===== src/rtl/axi4_burst_writer.sv =====
// AXI4 write-burst master: accepts one command at a time, issues AW, then streams
// beats from an internal data FIFO on W. No write-response handling.
module axi4_burst_writer #(
  parameter int AXI_ID_WIDTH_P   = 3,
  parameter int AXI_ADDR_WIDTH_P = 32,
  parameter int AXI_DATA_WIDTH_P = 32,
  parameter int AXI_STRB_WIDTH_P = 4,
  parameter int AXI_ID_P         = 0,
  parameter int FIFO_DEPTH_P     = 16
) (
  input  logic                            clk,
  input  logic                            rst_n,
  input  logic                            cmd_valid,
  output logic                            cmd_ready,
  input  logic [AXI_ADDR_WIDTH_P-1:0]     cmd_addr,
  input  logic [7:0]                      cmd_len,
  input  logic [AXI_DATA_WIDTH_P-1:0]     wr_data,
  input  logic [AXI_STRB_WIDTH_P-1:0]     wr_strb,
  input  logic                            wr_valid,
  output logic                            wr_ready,
  output logic [$clog2(FIFO_DEPTH_P):0]   fifo_fill,
  output logic                            busy,
  output logic                            done,
  output logic [AXI_ID_WIDTH_P-1:0]       awid,
  output logic [AXI_ADDR_WIDTH_P-1:0]     awaddr,
  output logic [7:0]                      awlen,
  output logic                            awvalid,
  input  logic                            awready,
  output logic [AXI_DATA_WIDTH_P-1:0]     wdata,
  output logic [AXI_STRB_WIDTH_P-1:0]     wstrb,
  output logic                            wlast,
  output logic                            wvalid,
  input  logic                            wready
);

  localparam int PTR_W  = $clog2(FIFO_DEPTH_P);
  localparam int FILL_W = PTR_W + 1;

  typedef enum logic [1:0] {IDLE, ADDR, DATA} state_t;

  state_t                      state;
  logic [AXI_ADDR_WIDTH_P-1:0] addr_q;
  logic [7:0]                  len_q;
  logic [7:0]                  beat_cnt;

  logic [AXI_DATA_WIDTH_P-1:0] data_mem [FIFO_DEPTH_P];
  logic [AXI_STRB_WIDTH_P-1:0] strb_mem [FIFO_DEPTH_P];
  logic [PTR_W-1:0]            wr_ptr;
  logic [PTR_W-1:0]            rd_ptr;
  logic [FILL_W-1:0]           fill;

  logic fifo_empty;
  logic fifo_full;
  logic push;
  logic pop;

  assign fifo_empty = (fill == '0);
  assign fifo_full  = (fill == FILL_W'(FIFO_DEPTH_P));
  assign push       = wr_valid && wr_ready;
  assign pop        = wvalid && wready;

  assign cmd_ready  = (state == IDLE);
  assign busy       = (state != IDLE);
  assign wr_ready   = !fifo_full;
  assign fifo_fill  = fill;

  assign awid       = AXI_ID_WIDTH_P'(AXI_ID_P);
  assign awaddr     = addr_q;
  assign awlen      = len_q;

  // W channel reads the FIFO head directly; a push only becomes visible once fill updates
  assign wvalid     = (state == DATA) && !fifo_empty;
  assign wlast      = wvalid && (beat_cnt == len_q);
  assign wdata      = data_mem[rd_ptr];
  assign wstrb      = strb_mem[rd_ptr];

  always_ff @(posedge clk or negedge rst_n) begin
    if (!rst_n) begin
      state    <= IDLE;
      awvalid  <= 1'b0;
      done     <= 1'b0;
      beat_cnt <= '0;
      addr_q   <= '0;
      len_q    <= '0;
    end else begin
      done <= 1'b0;
      case (state)
        IDLE: begin
          beat_cnt <= '0;
          if (cmd_valid) begin
            addr_q  <= cmd_addr;
            len_q   <= cmd_len;
            awvalid <= 1'b1;
            state   <= ADDR;
          end
        end
        ADDR: begin
          if (awready) begin
            awvalid <= 1'b0;
            state   <= DATA;
          end
        end
        DATA: begin
          if (pop) begin
            beat_cnt <= beat_cnt + 8'd1;
            if (wlast) begin
              state <= IDLE;
              done  <= 1'b1;
            end
          end
        end
        default: state <= IDLE;
      endcase
    end
  end

  // FIFO control; depth is a power of two so pointers wrap by natural overflow
  always_ff @(posedge clk or negedge rst_n) begin
    if (!rst_n) begin
      wr_ptr <= '0;
      rd_ptr <= '0;
      fill   <= '0;
    end else begin
      if (push) wr_ptr <= wr_ptr + 1'b1;
      if (pop)  rd_ptr <= rd_ptr + 1'b1;
      case ({push, pop})
        2'b10:   fill <= fill + 1'b1;
        2'b01:   fill <= fill - 1'b1;
        default: fill <= fill;
      endcase
    end
  end

  always_ff @(posedge clk) begin
    if (push) begin
      data_mem[wr_ptr] <= wr_data;
      strb_mem[wr_ptr] <= wr_strb;
    end
  end

endmodule


===== config.mk =====
export PLATFORM = sky130hd
export DESIGN_NAME = axi4_burst_writer
export DESIGN_NICKNAME = d
export VERILOG_FILES = /design/src/rtl/axi4_burst_writer.sv
export SDC_FILE = /design/constraint.sdc
export NUM_CORES = 1
export LEC_CHECK = 0
export CAP_MARGIN = 10
export CORE_UTILIZATION = 60
export DETAILED_ROUTE_END_ITERATION = 16
export HOLD_SLACK_MARGIN = 0.15
export MAX_ROUTING_LAYER = met4
export PLACE_DENSITY = 0.81
export SETUP_SLACK_MARGIN = 0.15
export SLEW_MARGIN = 40
export SYNTH_ARGS = -nofsm -noshare
export SYNTH_HDL_FRONTEND = slang
export SYNTH_SLANG_ARGS = --single-unit

===== constraint.sdc =====
create_clock -name clk -period 6.3 [get_ports clk]
set_input_delay 0.945 -clock clk [delete_from_list [all_inputs] [get_ports clk]]
set_output_delay 0.945 -clock clk [all_outputs]
set_load 0.01 [all_outputs]

; Yosys cells after proc, flatten, opt, wreduce, memory -nomap -nowiden
; Memories as Yosys holds them, arrays and structs flattened.
; Cells that the tools add are included.
[word_totals]
n_memories = 2
reg_bits = 65
mem_bits_rw = 576
elab_cells = 58
out_inout_bits = 91
input_bits = 82
[classes]
muxes = 16
n_eq_ne = 10
n_reduce_logical = 16
add_sub_neg = 5
[memory_table]
columns = name, words, width, rd, rd_clocked_by_memory_dff, wr, line
row1 = data_mem, 16, 32, 1, 0, 1, 46  ; logic [AXI_DATA_WIDTH_P-1:0] data_mem [FIFO_DEPTH_P];
row2 = strb_mem, 16, 4, 1, 0, 1, 47  ; logic [AXI_STRB_WIDTH_P-1:0] strb_mem [FIFO_DEPTH_P];
[op_table]
columns = cell, count
row1 = case mux 8 bit (2 select lines), 1
row2 = case mux 5 bit (2 select lines), 1
row3 = "adder 4 x 1 -> 4 bit, second input constant", 2
row4 = "adder 8 x 1 -> 8 bit, second input constant", 1
row5 = equality test 8 bit, 1
row6 = two-way mux 2 bit, 4
row7 = two-way mux 8 bit, 1
row8 = "inequality test 2 bit, second input constant", 4
row9 = nonzero test 2 bit, 4
row10 = two-way mux 1 bit, 7
row11 = case mux 2 bit (3 select lines), 1
row12 = "adder 5 x 1 -> 5 bit, second input constant", 1
row13 = "equality test 5 bit, second input constant", 1
row14 = logical NOT 5 bit, 1
row15 = "subtractor 5 x 1 -> 5 bit, second input constant", 1
row16 = "equality test 2 x 1 -> 1 bit, second input constant", 2
row17 = "equality test 2 bit, second input constant", 2
row18 = logical AND 1 bit, 4
row19 = AND reduction 2 bit, 2
row20 = AND reduction 4 bit, 1
row21 = AND reduction 3 bit, 1
row22 = logical NOT 1 bit, 2
row23 = logical NOT 2 bit, 1
row24 = case mux 1 bit (2 select lines), 1

; Logic depth before layout (Yosys ltp)
[logic_depth]
depth_word = 7
ltp_mapped = 12
mapped_depth_nobuf = 10

; Worst setup path after synthesis
; Ideal clock, no wire load.
[synth_timing]
kind = input -> register
from = in wr_valid
to = mem data_mem[3][0] (enable)
required_time_ps = 5826
setup_time_ps = 474
path_slack_ps = 1915
arrival_ps = 3911
path_stages = 3
path_buffers = 0
cell_sequence = a21boi_2 > nand2_1 > nor3_1
[synth_via]
elab_chain_len = 3
[synth_rtl]
columns = element, line
row1 = from (decl), 19  ; input logic wr_valid,
row2 = logical AND 1 bit, 59  ; assign push = wr_valid && wr_ready;
row3 = two-way mux 1 bit, 135  ; if (push) begin
row4 = two-way mux 1 bit (implied by the code), 136  ; data_mem[wr_ptr] <= wr_data;
row5 = to (decl), 46
; Every way passes these cells.

; Worst setup path after layout
[layout_timing]
from = reg rd_ptr[3]
to = out wdata[11]
[layout_via]
elab_chain_len = 1
[layout_rtl]
columns = element, line
row1 = from (decl), 49  ; logic [PTR_W-1:0] rd_ptr;
row2 = from (signal assigned), 125  ; if (pop) rd_ptr <= rd_ptr + 1'b1;
row3 = memory (16 x 32 bit), --
row4 = to (decl), 29  ; output logic [AXI_DATA_WIDTH_P-1:0] wdata,
; Every way passes these cells.

==> metrics <==
Crit Path Class=reg -> out; Synth Flop Type=edfxtp_1; initial antenna violation count=2; post-synthesis compound-gate area fraction=5.16%; setup tns final=0 ns; worst reg2reg path depth=10; CTS tree=done; number of setup violations in the final report=0; post-route ant nets=0; number of H-tree levels=2; area delta synth->final=17.6%; NetSw=between 0.004 and 0.005 W; Fin Hold WS=0.404 ns; CP Max Fanout=38; Die Y=206 um; clk root buf=clkbuf_16; Initial Util=61.0%; Post-Syn Area per Cell=between 15 and 20 sq um; Die Width=206 um; Slew HR=43.6%; post-synthesis mux area share=between 10% and 20%; FF+latch count, synth=641; WL per Instance=26.6 um; part of the power in the clock network=26.1%; post-route minimum period=5.09 ns; vias=13300; VDD IR max=0.000312 V; drt drc=0; Req. time, crit path=5.35 ns; gr ovfl total=0; top post-synthesis cells by area=edfxtp_1 (69%), dfrtp_1 (6.5%), mux4_2 (6.5%); Post-synth top cells=edfxtp_1 (576), mux2i_1 (146), a221oi_1 (72), mux4_2 (72), dfrtp_1 (65); max cap viols=0; Pwr per Cell Area=approximately 440 nW/um^2; post-synthesis sequential area ratio=75.7%; Comb power frac=31.0%; Max Clock Freq=just under 200 MHz; P_int=0.00904 W; Reg-to-Reg End=fifo_fill[4]; CP Capture Type=output pin; RSZ-0062 raised after global routing=no; largest family of logic cells by synthesized area=multiplexers; Synth cell types=56; Placeable Area=40900 sq um; total CTS buffers=60; Ports=173; layout cells sized above 1=17.1%; Row Count=74; top-area cell type share of the netlist area=69.2%; dpl hpwl=~32000 um; CTS resizes=0; largest net degree at the start of global routing=74; Hold Buf Count CTS=0; xor and xnor fraction of the mapped netlist area=0.701%; EDFF count, synth=576; R2R setup slack=3.14 ns; drt pass-1 iters=6; GR Util All Layers=27.6%; Crit path arrival time=just over 4 ns; clk buf depth=3; Async S/R FF share, synth=10.1%; Hold Fails Final Rpt=0; Final Slew Violations=0; Num Clock Sinks=about 640; Final Wtd Congestion=0.800; Clk Latency, worst-skew pair=roughly 0.63 ns; area leader, netlist=edfxtp_1; Ys Warns=0; Hold Crit Class=in -> async; Setup Buffers After CTS=0; CP startpoint kind=flop; top-count cell post-synth=edfxtp_1; clk_skew=around 0.023 ns; Worst-Margin Slew=0.846 ns; initial detailed-routing violation count=approximately 1400; Worst-path clk slew=0.06 ns; Synth Cell Area=25000 sq um; number of global-route vias before repair=13600; Post-Synth Simple-Gate Area=around 2%; first-pass GRT wire length=82300 um; RR Startpoint=fifo_fill[1]; Mapped Cells=between 1000 and 1500; sequential share of power=42.9%; status=complete, no violations; number of vias per cell=6.40; port bufs=169; adder-cell share of the synthesized area=0.501%; Fillers=around 2400; final period utilization=80.9%; Sw Ratio=slightly above 30%; Final nets=1584; Leakage=10.1 nW; drt total wl=55100 um; die area=about 42000 sq um
## state kept, by name, indices dropped and copies added (netlist names)
register   count
fifo_fill      5
strb_mem      64
awvalid        1
beat_cnt       8
awlen          8
data_mem     512
wr_ptr         4
awaddr        32
done           1
rd_ptr         4
state          2
## layout by cell type, fill, tap and decap left out, drive strengths merged, types with 3 or more instances in the layout
cell type and count:
a21oi 7, a221oi 72, a22oi 36, buf 41, bufinv 3, clkbuf 76, clkdlybuf4s50 168, clkinv 30
conb 3, dfrtp 65, edfxtp 576, ha 10, inv 11, mux2 41, mux2i 146, mux4 72
nand2 51, nand2b 4, nand3 5, nand4 4, nor2 17, nor3 4, nor4 3, o21ai 46
xnor2 7, xor2 13
## critical path, stage by stage, from the launching register on
cell,delay [ns]
dfrtp_4,0.83
clkinv_1,0.85
buf_4,0.53
a221oi_1,0.45
a22oi_1,0.18
nand2_1,0.12
clkdlybuf4s50_1,0.55
## layout make-up
type / instances / area, sq um / share of cell area [%]
clock buffer: 76 / 1560 / 5.31
sequential: 641 / 18900 / 64.4
clock inverter: 35 / 290 / 0.988
multi-input combinational: 569 / 5760 / 19.6
antenna: 2 / 5.00 / 0.0170
tap: 532 / 666 / 2.27
inverter: 11 / 43.8 / 0.149
timing repair buffer: 209 / 2130 / 7.24
## metrics by stage
stage	setup WS [ns]	cells	area [sq um]	power, W	util, %
after floorplan	1.92	1296	25000	0.00798	-
after global placement	1.80	1954	27400	0.00956	66.9
after detailed placement	2.01	1962	27500	0.00970	67.2
after CTS	1.21	2073	29400	0.0131	71.8
after global routing	1.08	2075	29400	0.0136	71.8
final	1.21	2075	29400	0.0131	71.8
## worst max path at each step
stage | from | end | slack (ns) | cells past startpoint
after floorplan | wr_valid | data_mem[3][0] | 1.92 | 3
after global routing | rd_ptr[3] | wdata[11] | 1.08 | 6
after global placement | rd_ptr[3] | wdata[24] | 1.80 | 6
after CTS | rd_ptr[3] | wdata[11] | 1.21 | 6
after detailed placement | rd_ptr[3] | wdata[11] | 2.01 | 6
final | rd_ptr[3] | wdata[11] | 1.21 | 6
## power groups by stage
stage / clock [W] / combinational, W / sequential [W]
after floorplan: 0 / 0.00244 / 0.00554
after global placement: 0 / 0.00391 / 0.00564
after detailed placement: 0 / 0.00402 / 0.00568
after CTS: 0.00345 / 0.00406 / 0.00560
after global routing: 0.00361 / 0.00430 / 0.00565
final: 0.00341 / 0.00404 / 0.00560
## metal layers
layer | track usage (%) | vias up | wire, um
met2 | 44.6 | 670 | 27700
met3 | 5.14 | 112 | 4780
met5 | - | - | 0
met4 | 9.90 | 0 | 1680
li1 | - | 5691 | -
met1 | 35.3 | 6804 | 20900
## kinds of logic after synthesis
family | Yosys count
muxes | 259
DFF | 641
adders and majority gates | 10
and+or+nand+nor | 103
AOI/OAI and AO/OA | 174
xor gates and xnor gates | 20
other | 1
buffers and inverters | 86
Note: power is estimated with default switching activity, not from simulation.
